File: src/rtl/rifl_gt_reset_ctrl.sv
// rtl/rifl_gt_reset_ctrl.sv - multi-lane GT bring-up / recovery reset controller
// Optional statistics counters: define RIFL_RESET_STATS_EN.
module rifl_gt_reset_ctrl #(
  parameter int unsigned N_CHANNEL     = 1,
  parameter int unsigned ALL_TIMEOUT_W = 20,
  parameter int unsigned RX_TIMEOUT_W  = 23,
  parameter int unsigned PULSE_CYCLES  = 16,
  parameter int unsigned MAX_RX_RETRY  = 4
) (
  input  logic                   clk,
  input  logic                   rst_n,
  input  logic                   gt_init_rst,
  input  logic                   tx_good,
  input  logic [N_CHANNEL-1:0]   rx_good,
  output logic                   rst_all_out,
  output logic [N_CHANNEL-1:0]   rst_rx_datapath_out,
  output logic                   link_up,
  output logic [2:0]             state_out
`ifdef RIFL_RESET_STATS_EN
  ,
  output logic [15:0]            all_reset_cnt,
  output logic [16*N_CHANNEL-1:0] rx_reset_cnt
`endif
);

  localparam int unsigned PW  = (PULSE_CYCLES > 1) ? $clog2(PULSE_CYCLES) : 1;
  localparam int unsigned RTW = $clog2(MAX_RX_RETRY + 1);

  // Counters transition on the cycle that would carry them to all-ones,
  // so the counter reaches all-ones on the same edge the state changes.
  localparam logic [ALL_TIMEOUT_W-1:0] TX_LAST    = ~ALL_TIMEOUT_W'(1);
  localparam logic [RX_TIMEOUT_W-1:0]  RX_LAST    = ~RX_TIMEOUT_W'(1);
  localparam logic [PW-1:0]            PULSE_LAST = PW'(PULSE_CYCLES - 1);
  localparam logic [RTW-1:0]           RETRY_MAX  = RTW'(MAX_RX_RETRY);

  typedef enum logic [2:0] {
    ST_RST_ALL = 3'd0,
    ST_WAIT_TX = 3'd1,
    ST_WAIT_RX = 3'd2,
    ST_UP      = 3'd3
  } state_t;

  typedef enum logic [1:0] {
    LN_WAIT  = 2'd0,
    LN_PULSE = 2'd1,
    LN_DONE  = 2'd2
  } lane_t;

  state_t                   state, state_nxt;
  logic [PW-1:0]            all_pcnt;
  logic [ALL_TIMEOUT_W-1:0] tx_cnt;

  lane_t                    lane_st     [N_CHANNEL];
  lane_t                    lane_nxt    [N_CHANNEL];
  logic [RX_TIMEOUT_W-1:0]  rx_cnt      [N_CHANNEL];
  logic [RX_TIMEOUT_W-1:0]  rx_cnt_nxt  [N_CHANNEL];
  logic [PW-1:0]            ln_pcnt     [N_CHANNEL];
  logic [PW-1:0]            ln_pcnt_nxt [N_CHANNEL];
  logic [RTW-1:0]           retry       [N_CHANNEL];
  logic [RTW-1:0]           retry_nxt   [N_CHANNEL];
  logic [N_CHANNEL-1:0]     pulse_start;

  logic                     any_esc;
  logic                     all_done;
  logic                     lane_run;
  logic                     rst_all_d;
  logic                     link_up_d;
  logic [N_CHANNEL-1:0]     rst_rx_d;

  assign state_out = state;

  // Per-lane RX sub-machine: wait for rx_good, time out into a datapath pulse
  always_comb begin
    any_esc     = 1'b0;
    all_done    = 1'b1;
    pulse_start = '0;
    for (int i = 0; i < int'(N_CHANNEL); i++) begin
      lane_nxt[i]    = lane_st[i];
      rx_cnt_nxt[i]  = rx_cnt[i];
      ln_pcnt_nxt[i] = ln_pcnt[i];
      retry_nxt[i]   = retry[i];
      case (lane_st[i])
        LN_WAIT: begin
          if (rx_good[i]) begin
            lane_nxt[i]   = LN_DONE;
            rx_cnt_nxt[i] = '0;
          end else if (rx_cnt[i] == RX_LAST) begin
            lane_nxt[i]    = LN_PULSE;
            rx_cnt_nxt[i]  = '0;
            ln_pcnt_nxt[i] = '0;
            pulse_start[i] = 1'b1;
            retry_nxt[i]   = (retry[i] == RETRY_MAX) ? retry[i] : retry[i] + 1'b1;
          end else begin
            rx_cnt_nxt[i] = rx_cnt[i] + 1'b1;
          end
        end
        LN_PULSE: begin
          if (ln_pcnt[i] == PULSE_LAST) begin
            lane_nxt[i]    = LN_WAIT;
            rx_cnt_nxt[i]  = '0;
            ln_pcnt_nxt[i] = '0;
          end else begin
            ln_pcnt_nxt[i] = ln_pcnt[i] + 1'b1;
          end
        end
        LN_DONE: begin
          if (!rx_good[i]) begin
            lane_nxt[i]   = LN_WAIT;
            rx_cnt_nxt[i] = '0;
          end
        end
        default: begin
          lane_nxt[i]   = LN_WAIT;
          rx_cnt_nxt[i] = '0;
        end
      endcase
      if (retry_nxt[i] == RETRY_MAX) any_esc = 1'b1;
      if (lane_nxt[i] != LN_DONE)    all_done = 1'b0;
    end
  end

  // Top-level next state; gt_init_rst dominates, then loss/escalation events
  always_comb begin
    state_nxt = state;
    if (gt_init_rst) begin
      state_nxt = ST_RST_ALL;
    end else begin
      case (state)
        ST_RST_ALL: if (all_pcnt == PULSE_LAST) state_nxt = ST_WAIT_TX;
        ST_WAIT_TX: begin
          if (tx_good)                  state_nxt = ST_WAIT_RX;
          else if (tx_cnt == TX_LAST)   state_nxt = ST_RST_ALL;
        end
        ST_WAIT_RX: begin
          if (any_esc)       state_nxt = ST_RST_ALL;
          else if (all_done) state_nxt = ST_UP;
        end
        ST_UP: begin
          if (!tx_good)       state_nxt = ST_RST_ALL;
          else if (!all_done) state_nxt = ST_WAIT_RX;
        end
        default: state_nxt = ST_RST_ALL;
      endcase
    end
  end

  // Output values for the next cycle, derived from the upcoming state
  always_comb begin
    lane_run  = (state == ST_WAIT_RX || state == ST_UP) &&
                (state_nxt == ST_WAIT_RX || state_nxt == ST_UP);
    rst_all_d = (state_nxt == ST_RST_ALL);
    link_up_d = (state == ST_UP) && (state_nxt == ST_UP);
    rst_rx_d  = '0;
    for (int i = 0; i < int'(N_CHANNEL); i++) begin
      rst_rx_d[i] = lane_run && (lane_nxt[i] == LN_PULSE);
    end
  end

  // State, counters, lane machines and registered outputs
  always_ff @(posedge clk or negedge rst_n) begin
    if (!rst_n) begin
      state               <= ST_RST_ALL;
      all_pcnt            <= '0;
      tx_cnt              <= '0;
      rst_all_out         <= 1'b1;
      rst_rx_datapath_out <= '0;
      link_up             <= 1'b0;
      for (int i = 0; i < int'(N_CHANNEL); i++) begin
        lane_st[i] <= LN_WAIT;
        rx_cnt[i]  <= '0;
        ln_pcnt[i] <= '0;
        retry[i]   <= '0;
      end
    end else begin
      state               <= state_nxt;
      rst_all_out         <= rst_all_d;
      rst_rx_datapath_out <= rst_rx_d;
      link_up             <= link_up_d;
      // Pulse count restarts while gt_init_rst is held, stretching the pulse
      if (state == ST_RST_ALL && state_nxt == ST_RST_ALL && !gt_init_rst)
        all_pcnt <= all_pcnt + 1'b1;
      else
        all_pcnt <= '0;
      if (state == ST_WAIT_TX && state_nxt == ST_WAIT_TX)
        tx_cnt <= tx_cnt + 1'b1;
      else
        tx_cnt <= '0;
      // Lanes only run while the link is being brought up or is up; leaving
      // that region always passes through RST_ALL, which clears retries.
      for (int i = 0; i < int'(N_CHANNEL); i++) begin
        if (lane_run) begin
          lane_st[i] <= lane_nxt[i];
          rx_cnt[i]  <= rx_cnt_nxt[i];
          ln_pcnt[i] <= ln_pcnt_nxt[i];
          retry[i]   <= retry_nxt[i];
        end else begin
          lane_st[i] <= LN_WAIT;
          rx_cnt[i]  <= '0;
          ln_pcnt[i] <= '0;
          retry[i]   <= '0;
        end
      end
    end
  end

`ifdef RIFL_RESET_STATS_EN
  // Saturating recovery statistics; user-requested resets are not counted
  always_ff @(posedge clk or negedge rst_n) begin
    if (!rst_n) begin
      all_reset_cnt <= '0;
      rx_reset_cnt  <= '0;
    end else begin
      if (state != ST_RST_ALL && state_nxt == ST_RST_ALL && !gt_init_rst &&
          all_reset_cnt != 16'hFFFF)
        all_reset_cnt <= all_reset_cnt + 16'd1;
      for (int i = 0; i < int'(N_CHANNEL); i++) begin
        if (lane_run && pulse_start[i] && rx_reset_cnt[16*i +: 16] != 16'hFFFF)
          rx_reset_cnt[16*i +: 16] <= rx_reset_cnt[16*i +: 16] + 16'd1;
      end
    end
  end
`endif

endmodule

File: config.mk
export PLATFORM = sky130hd
export DESIGN_NAME = rifl_gt_reset_ctrl
export DESIGN_NICKNAME = d
export VERILOG_FILES = /design/src/rtl/rifl_gt_reset_ctrl.sv
export SDC_FILE = /design/constraint.sdc
export NUM_CORES = 1
export LEC_CHECK = 0
export ABC_AREA = 1
export CORE_MARGIN = 5
export CORE_UTILIZATION = 45
export CTS_CLUSTER_DIAMETER = 80
export CTS_CLUSTER_SIZE = 10
export DETAILED_ROUTE_END_ITERATION = 16
export DONT_BUFFER_PORTS = 1
export GPL_ROUTABILITY_DRIVEN = 1
export GPL_TIMING_DRIVEN = 0
export PLACE_DENSITY_LB_ADDON = 0.1
export SLEW_MARGIN = 20
export SYNTH_ARGS = -nofsm -noshare
export SYNTH_HDL_FRONTEND = slang
export SYNTH_SLANG_ARGS = --single-unit
File: constraint.sdc
create_clock -name clk -period 2.34 [get_ports clk]
set_clock_uncertainty 0.1 [all_clocks]
set_input_delay 0.468 -clock clk [delete_from_list [all_inputs] [get_ports clk]]
set_output_delay 0.468 -clock clk [all_outputs]
set_load 0.005 [all_outputs]
Word level (Yosys, flattened, before mapping)
Cells that the tools add are included.
Cells by class
  add/sub/neg operators: 5
  equality and inequality tests: 21
  multiplexer cells: 34
  reduce and logical (&&, ||, !) cells: 14
Operators with widths (number)
  2-to-1 mux 23 bit: 5
  case mux 23 bit (3 select lines): 1
  2-to-1 mux 3 bit: 13
  adder 23 x 1 -> 23 bit (second input constant): 1
  equality test 23 bit (second input constant): 1
  adder 20 x 1 -> 20 bit (second input constant): 1
  equality test 20 bit (second input constant): 1
  2-to-1 mux 20 bit: 1
  2-to-1 mux 4 bit: 5
  equality test 3 x 2 -> 1 bit (second input constant): 4
  != test 3 bit (second input constant): 4
  case mux 3 bit (4 select lines): 1
  2-to-1 mux 2 bit: 5
  adder 4 x 1 -> 4 bit (second input constant): 2
  equality test 4 bit (second input constant): 2
  case mux 4 bit (2 select lines): 1
  equality test 3 x 1 -> 1 bit (second input constant): 2
  equality test 3 bit (second input constant): 2
  logical AND 1 bit: 6
  zero test 3 bit: 2
  case mux 2 bit (3 select lines): 1
  equality test 2 x 1 -> 1 bit (second input constant): 2
  adder 3 x 1 -> 3 bit (second input constant): 1
  != test 3 x 1 -> 1 bit (second input constant): 1
  other kinds (8): 9
Storage, ports and cells
  bits in registers: 62
  input port bits: 5
  output and inout port bits: 6
  word-level logic and storage cells: 84

Logic depth before layout (Yosys ltp)
Gate-level depths: netlist of run 1.
  word-level depth: 15
  gate-level depth with buffers: 20
  depth with buffers taken out: 19

Worst setup path before layout of run 1
Ideal clock, no wire load.
  kind: register to register
  from: register rx_cnt[0] (netlist bit)
  to: register rx_cnt[22] (netlist bit)
  library setup time: 0.065 ns
  data arrival time: 1.990 ns
  required time: 2.175 ns
  path slack: 0.185 ns
  cell stages (with the launch flop): 20
  buffers on the path: 1
  clock period less this slack: 2.155 ns
  cells stage by stage: dfrtp_1 > inv_1 > ha_1 > nand2_1 > nor2_1 > nand2_1 > nor2_1 > nand4_1 > nor2_1 > nor2_1 > nand3_2 > nand2_2 > nand2_4 > nand2_4 > nor2_8 > nand2_4 > nand2_4 > buf_6 > nand2_1 > nand2_1
Between the ends
  word-level cells in the longest chain between the ends: 14
  elaborated cells on any way between the ends: 28
  those cells by class: add/sub (1); eq/ne (7); mux (17); reduce/logical (3)
RTL lines
  start, declared: RTL line 55  | logic [RX_TIMEOUT_W-1:0] rx_cnt [N_CHANNEL];
  start signal, assigned by index: RTL line 193  | rx_cnt[i] <= rx_cnt_nxt[i];
  equality test 23 bit: RTL line 87  | end else if (rx_cnt[i] == RX_LAST) begin
  2-to-1 mux 2 bit or 2-to-1 mux 3 bit (tied branches): RTL line 87
  2-to-1 mux 2 bit or 2-to-1 mux 3 bit (tied branches): RTL line 84  | if (rx_good[i]) begin
  case mux 2 bit (3 select lines) or 2-to-1 mux 3 bit (tied branches): RTL line 82  | case (lane_st[i])
  != test 2 bit or equality test 3 bit (tied branches): RTL line 118, 117
  2-to-1 mux 3 bit, or another cell as far along: RTL line 140  | else if (!all_done) state_nxt = ST_WAIT_RX;
  2-to-1 mux 3 bit, on equally long branches: RTL line 139, 135
  case mux 3 bit (4 select lines): RTL line 128  | case (state)
  2-to-1 mux 3 bit: RTL line 125  | if (gt_init_rst) begin
  equality test 3 x 2 -> 1 bit: RTL line 150  | (state_nxt == ST_WAIT_RX || state_nxt == ST_UP);
  logical OR 1 bit: RTL line 150
  logical AND 1 bit: RTL line 149  | lane_run = (state == ST_WAIT_RX || state == ST_UP) &&
  != test 3 bit (no source line)
  AND reduction 2 bit (no source line)
Parallel ways exist; a longest one is shown, timed or not.
A chain may end at the register's enable or synchronous reset.

Final worst setup path of run 1
  from: register rx_cnt[20] (netlist bit)
  to: register rx_cnt[11] (netlist bit)
Between the ends
  word-level cells in the longest chain between the ends: 14
  elaborated cells on any way between the ends: 27
  those cells by class: eq/ne (7); mux (17); reduce/logical (3)
RTL lines (RTL line)
  equality test 23 bit (*): 87
  2-to-1 mux 2 bit or 2-to-1 mux 3 bit (tied branches): 87
  2-to-1 mux 2 bit or 2-to-1 mux 3 bit (tied branches): 84
  case mux 2 bit (3 select lines) or 2-to-1 mux 3 bit (tied branches): 82
  != test 2 bit or equality test 3 bit (tied branches): 118, 117
  2-to-1 mux 3 bit, or another cell as far along: 140
  2-to-1 mux 3 bit, on equally long branches: 139, 135
  case mux 3 bit (4 select lines): 128
  2-to-1 mux 3 bit: 125
  equality test 3 x 2 -> 1 bit: 150
  logical OR 1 bit: 150
  logical AND 1 bit: 149
  != test 3 bit (no source line)
  AND reduction 2 bit (no source line)
Mark *: on every way between the ends. The rest lies on a longest branch, timed or not.

==> summary.md, run 1 <==
| Metric | Value |
|---|---|
| Worst Path Arrival | `2.63 ns` |
| Initial Util | `a little under half` |
| Die W | `98.4 µm` |
| Synth Register Bits | `62` |
| Net Sw Power | `0.469 mW` |
| All-layer global routing usage | `17.4%` |
| Crit end category | `register` |
| Vias in the first global route | `2,991` |
| Row cnt | `32` |
| Syn_area_per_cell | `~7.7 µm²` |
| Largest net degree at the start of global routing | `63` |
| Tot Pwr | `2.18 mW` |
| Clock Pin Slew Worst Setup and Hold Paths | `0.07 ns` |
| Critical Path RT | `~2.5 ns` |
| Fmax | `roughly 0.4 GHz` |
| Dominant cells by area after synthesis | `dfrtp_1, nand2_1, inv_1, nor2_1, xor2_1` |
| Clk_lat worst skew | `0.34 ns` |
| RePlAce Congestion | `0.877` |
| Synthesized net count | `470` |
| Final min period | `2.46 ns` |
| Clock Tree Buf Depth | `2` |
| Synth top area share | `43.4%` |
| Peak supply drop | `326 µV` |
| CP startpoint kind | `register` |
| PortBufs | `0` |
| NumNets Final | `523` |
| Primary FF master, synth | `dfrtp_1` |
| Clock power share | `between 40% and 50%` |
| CTS root buffer | `clkbuf_8` |
| First-pass GRT wire length | `13,800 µm` |
| Initial antenna violation count | `0` |
| Pleak | `2.29 nW` |
| Routed Wire Length | `8320 µm` |
| Synth unique cells | `35` |
| Die height | `between 90 and 100 µm` |
| Post-route setup slack | `-0.124 ns` |
| Synth Cell Area | `3520 µm²` |
| Pwr per Cell Area | `467 nW/µm²` |
| Switching share of total power | `21.6%` |
| Die Area | `9690 µm²` |
| Antenna cells | `0` |
| CTS Sinks | `62` |
| Routed wire per std cell | `13.5 µm` |
| Max Cap Violations | `0` |
| Core area | `about 7700 µm²` |
| EDFF count, synth | `0` |
| I/O pins | `11` |
| Worst slew pin tran | `between 0.6 and 0.7 ns` |
| Logic pwr share | `approximately 2%` |
| Status | `finished, violations left` |
| Setup CP Type | `reg2reg` |
| CTS Buf Count | `9` |
| Vias per cell | `5.01` |
| Sequential Power Share | `49.4%` |
| Post-DP HPWL | `5080 µm` |
| 1st-iter DRT viols | `97` |
| Synth-to-Final Area Change | `32.6%` |
| Layout cells sized above 1 | `around a third` |
| Seq/Total Area, Yosys | `44.1%` |
| Max-slew violation count | `0` |
| Final core occ | `60.7%` |
| Yosys top cell by area | `dfrtp_1` |
| Worst hold path type | `in2reg` |
| Synth warnings | `0` |
| H-tree Lvls | `3` |
| Total global routing overflow | `0` |
| Post-Synthesis Cells | `457` |
| Max Fanout on Critical Path | `5` |
| Routed Antenna Nets | `0` |
| Max-slew headroom | `approximately 57%` |
| Final setup vio count | `34` |
| Power Internal | `about 1.7 mW` |
| Commonest cells in the netlist | `nand2_1, inv_1, dfrtp_1` |
| Total number of vias | `3,084` |
| First-pass iteration count of the detailed router | `4` |
| Endpoints failing hold | `0` |
| Ys async rst share | `100%` |
| Final worst path period share | `105%` |
| CTS tree | `yes` |
| DRC viols | `0` |
| Failing checks | `negative setup slack` |
| Unrepaired setup endpoints after global routing | `yes` |
| Count leader, synth | `nand2_1` |
-- layer usage --
metal  global-route usage, %  wire (µm)
met5                       0          0
met4                    7.35        189
met3                    4.10        358
met2                    27.2       4020
met1                    23.3       3760
-- state kept, by name (all words and copies together) (netlist names) --
register	flops
lane_st	2
rx_cnt	23
ln_pcnt	4
retry	3
rst_rx_datapath_out	1
link_up	1
state_out	3
tx_cnt	20
rst_all_out	1
all_pcnt	4
-- power groups by stage --
stage	combinational (mW)	sequential (mW)	clock (mW)
2_1_floorplan	0.0110	1.10	0
3_3_place_gp	0.0140	1.10	0
3_5_place_dp	0.0140	1.10	0
4_1_cts	0.0445	1.08	1.09
5_1_grt	0.0503	1.08	1.13
6_report	0.0428	1.08	1.06
-- metrics by stage --
| stage | cells | TNS, ns | hold slack, ns | setup WS [ns] | cell area, µm² |
|---|---|---|---|---|---|
| after floorplan | 457 | 0 | 0.0724 | 0.185 | 3520 |
| after global placement | 559 | -6.45 | 0.0741 | -0.192 | 3650 |
| after global routing | 616 | -11.77 | 0.186 | -0.288 | 4670 |
| after CTS | 596 | -0.410 | 0.178 | -0.0361 | 4200 |
| final | 616 | -2.41 | 0.188 | -0.124 | 4670 |
| after detailed placement | 559 | -7.82 | 0.0744 | -0.244 | 3650 |
-- worst max-delay path: stages, from the launching register on --
cell       delay [ns]
dfrtp_1          0.44
nand2_1          0.15
nor2_1           0.12
nand2_1          0.09
nor2_1           0.11
nand4_1          0.15
nor2_2           0.20
nor2_2           0.06
nand3_2          0.09
nand3_2          0.09
nand3_2          0.11
nand4_1          0.22
nand2_8          0.21
clkbuf_16        0.17
nand2_2          0.04
nand2_1          0.05
-- cell usage in the layout (no fill, tap or decap), types with 5 or more instances in the layout --
master and instances:
buf_8 5, buf_4 30, nand3_1 19, nor3_2 7, nor4_1 6, nor2_4 7
dfrtp_2 6, nor2_1 36, nand2_2 28, ha_1 7, xnor2_1 8, dfrtp_1 55
a21oi_1 5, nand2_4 10, buf_6 8, xor2_1 14, nor3_1 12, nand3_2 5
nand4_1 12, nor3_4 5, inv_1 60, nand2_1 97, o21ai_0 5, nor2_2 22
clkbuf_8 10
-- layout make-up --
class                           count  area [µm²]
Inverter                           64         243
Timing Repair Buffer               42         425
Buffer                              7        95.1
Clock buffer                       10         138
Multi-Input combinational cell    324        1990
Fill cell                         677        3020
Clock inverter                      5        83.8
Sequential cell                    62        1560
Tap cell                          102         128
-- path summary, 6_finish.rpt --
| path | from | to | slack (ns) | cells past startpoint |
|---|---|---|---|---|
| min in group asynchronous | rst_n | retry[1] | 0.59 | 2 |
| min reg2reg | all_pcnt[0] | all_pcnt[0] | 0.36 | 1 |
| max reg2reg | rx_cnt[20] | rx_cnt[11] | -0.12 | 15 |
| max | rx_cnt[20] | rx_cnt[11] | -0.12 | 15 |
| min | rx_good | rx_cnt[13] | 0.19 | 3 |
| max in group asynchronous | rst_n | rst_all_out | 1.25 | 2 |
-- kinds of logic (layout without fill, tap and decap cells) --
| family | Yosys count | after routing | synth area share (%) |
|---|---|---|---|
| buf+inv | 71 | 128 | 8.43 |
| xor+xnor | 22 | 22 | 5.47 |
| simple gates | 271 | 271 | 35.3 |
| flops | 62 | 62 | 44.1 |
| fa+ha+maj | 8 | 8 | 2.84 |
| other cells | 1 | 1 | 0.107 |
| compound gates | 22 | 22 | 3.77 |
-- repair_timing --
item	4_1_cts	5_1_grt
gates cloned	3	1
hold buffers	2	0
resized for setup	35	88
endpoints found under the hold margin	62	0
pin swaps	16	16
buffers inserted	17	19
setup endpoints to repair	48	60
No activity file was read; power rests on OpenSTA's default activity.
==> inputs of run 2 (changes only) <==
PLACE_DENSITY = 0.58   (was default)
PLACE_DENSITY_LB_ADDON = default   (was 0.1)
==> run 2 against run 1 <==
  * Critical path type unchanged
  * Core utilization is 4.4 points lower
  * The run still ends with negative setup slack left
  * Global-route usage down 1.9 points
  * Largest cell class unchanged
  * Non-clock buffer count shrank 18
==> summary.md, run 2 (synthesis results as in run 1) <==
| Metric | Value |
|---|---|
| Worst hold path type | `in2reg` |
| Pleak | `2.08 nW` |
| Unrepaired setup endpoints after global routing | `yes` |
| Vias per cell | `roughly 4.8` |
| Footprint of the multi-input gates | `between 1500 and 2000 µm²` |
| Max Fanout on Critical Path | `10` |
| Antenna cells | `0` |
| CP peak stage delay | `0.46 ns` |
| Final setup vio count | `20` |
| CTS tree | `yes` |
| Design area | `4330 µm²` |
| Failing checks | `negative setup slack` |
| Slowest cell on the critical path | `dfrtp_1` |
| Final worst path period share | `101%` |
| Area of placed instances | `about 3600 µm²` |
| First-pass GRT wire length | `~12,000 µm` |
| Final min period | `about 2.4 ns` |
| Layout cells sized above 1 | `around 22%` |
| Clock Pin Slew Worst Setup and Hold Paths | `~0.07 ns` |
| Clk_lat worst skew | `about 0.33 ns` |
| Routed Wire Length | `7350 µm` |
| Final core occ | `56.3%` |
| Peak supply drop | `306 µV` |
| Vias in the first global route | `2,725` |
| Number of flip-flops in the largest register | `23` |
| Total number of vias | `2,866` |
| Crit-path cells | `nand2_1 > nor2_1 > nand2_2 > nor2_4 > nand3_2 > o21ai_1 > nand3_2 > nand3_1 > nand3_2 > nand4_1 > nand2_4 > buf_12 > nand2_1 > nand2_1` |
| Die W | `98.4 µm` |
| Row cnt | `32` |
| Most common cell after layout, fill and taps aside | `nand2_1` |
| Die height | `approximately 98 µm` |
| Initial antenna violation count | `0` |
| Pwr per Cell Area | `~480 nW/µm²` |
| I/O pins | `11` |
| Clock Tree Buf Depth | `2` |
| H-tree Lvls | `3` |
| Filler Cells Inserted | `736` |
| CTS root buffer | `clkbuf_8` |
| Post-DP HPWL | `4970 µm` |
| First-pass iteration count of the detailed router | `5` |
| Largest net degree at the start of global routing | `63` |
| Worst slew pin tran | `around 0.64 ns` |
| CP startpoint kind | `register` |
| 1st-iter DRT viols | `104` |
| PortBufs | `0` |
| Layout Cells excl Fill | `599` |
| Routed Antenna Nets | `0` |
| Max Cap Violations | `0` |
| Commonest cells after routing, fill and taps aside | `nand2_1, inv_1, dfrtp_1` |
| Critical Path RT | `2.46 ns` |
| Total global routing overflow | `0` |
| Die Area | `around 9700 µm²` |
| NumNets Final | `505` |
| Fmax | `0.424 GHz` |
| Status | `finished, violations left` |
| Synth-to-Final Area Change | `22.9%` |
| CTS Buf Count | `9` |
| Routed wire per std cell | `between 10 and 15 µm` |
| Max-slew violation count | `0` |
| Core area | `roughly 7700 µm²` |
| DRC viols | `0` |
| Crit end category | `register` |
| RePlAce Congestion | `0.846` |
| Max-slew headroom | `56.9%` |
| Register area | `1550 µm²` |
| Register with the most flip-flops | `rx_cnt` |
| Dpl cells | `559` |
| Worst Path Arrival | `around 2.5 ns` |
| Post-route setup slack | `-0.0202 ns` |
| Endpoints failing hold | `0` |
| CTS Sinks | `62` |
| Top Registers | `rx_cnt: 23 flops, tx_cnt: 20 flops` |
| Initial Util | `45.8%` |
| Setup CP Type | `reg2reg` |
| All-layer global routing usage | `15.5%` |
-- run 2: cell count changes in the layout (fill, tap and decap cells not counted), moves of 5 or more --
cell     previous run  this run
dfrtp_1            55        60
nand2_2            28        12
nand2_1            97       118
nand2_4            10         5
nor2_1             36        47
buf_4              30        16
nor2_2             22        12
dfrtp_2             6         1
-- run 2: area by class of cell --
| type | instances | area share [%] |
|---|---|---|
| clock buffers | 10 | 3.18 |
| inverters | 64 | 5.67 |
| plain buffers | 7 | 2.14 |
| clock inverters | 6 | 1.42 |
| flip-flops and latches | 62 | 35.9 |
| multi-input cells | 324 | 42.8 |
| repair buffers | 24 | 5.93 |
| well taps | 102 | 2.95 |
-- run 2: path summary, 6_finish.rpt --
| check | endpoint | slack [ns] | start | cells past startpoint |
|---|---|---|---|---|
| max in group asynchronous | rst_all_out | 1.27 | rst_n | 2 |
| setup / recovery | rx_cnt[3] | -0.02 | rx_cnt[12] | 14 |
| hold reg to reg | all_pcnt[0] | 0.36 | all_pcnt[0] | 1 |
| min in group asynchronous | rx_cnt[16] | 0.55 | rst_n | 2 |
| hold / removal | rx_cnt[13] | 0.20 | rx_good | 3 |
| setup reg to reg | rx_cnt[3] | -0.02 | rx_cnt[12] | 14 |
-- run 2: power by group --
part           switching (mW)  internal, mW  total (mW)
clock network           0.424         0.517       0.941
logic                  0.0328       0.00983      0.0426
registers             0.00285          1.07        1.08
-- run 2: layer usage --
| layer | vias up | track usage (%) | part of all wire, % |
|---|---|---|---|
| li1 | 1526 | - | - |
| met1 | 1309 | 21.9 | 50 |
| met2 | 25 | 23.9 | 47 |
| met3 | 6 | 3.11 | 2.4 |
| met4 | 0 | 5.36 | 0.86 |
| met5 | - | 0 | 0 |
-- run 2: repair_timing --
| item | in CTS | in global routing |
|---|---|---|
| gates cloned | 1 | 2 |
| pin swaps | 8 | 13 |
| buffers inserted | 7 | 13 |
| hold endpoints to repair | 62 | 0 |
| hold buffers | 2 | 0 |
| resized for setup | 28 | 38 |
| endpoints found under the setup margin | 52 | 57 |
-- run 2: worst max-delay path: cells and delay by family (launching register included) --
family / cells / cell delay (ns)
buf+inv: 1 / 0.15
compound gates: 1 / 0.21
simple gates: 12 / 1.32
flops: 1 / 0.46
-- run 2: per-stage QoR --
step	TNS, ns	worst slack [ns]	total power [mW]	hold slack [ns]
floorplan	0	0.185	1.11	0.0724
global placement	-10.07	-0.284	1.11	0.0740
detailed placement	-9.30	-0.263	1.11	0.0746
CTS	-0.638	-0.0452	2.09	0.177
global route	-6.55	-0.209	2.15	0.183
finish	-0.265	-0.0202	2.06	0.197
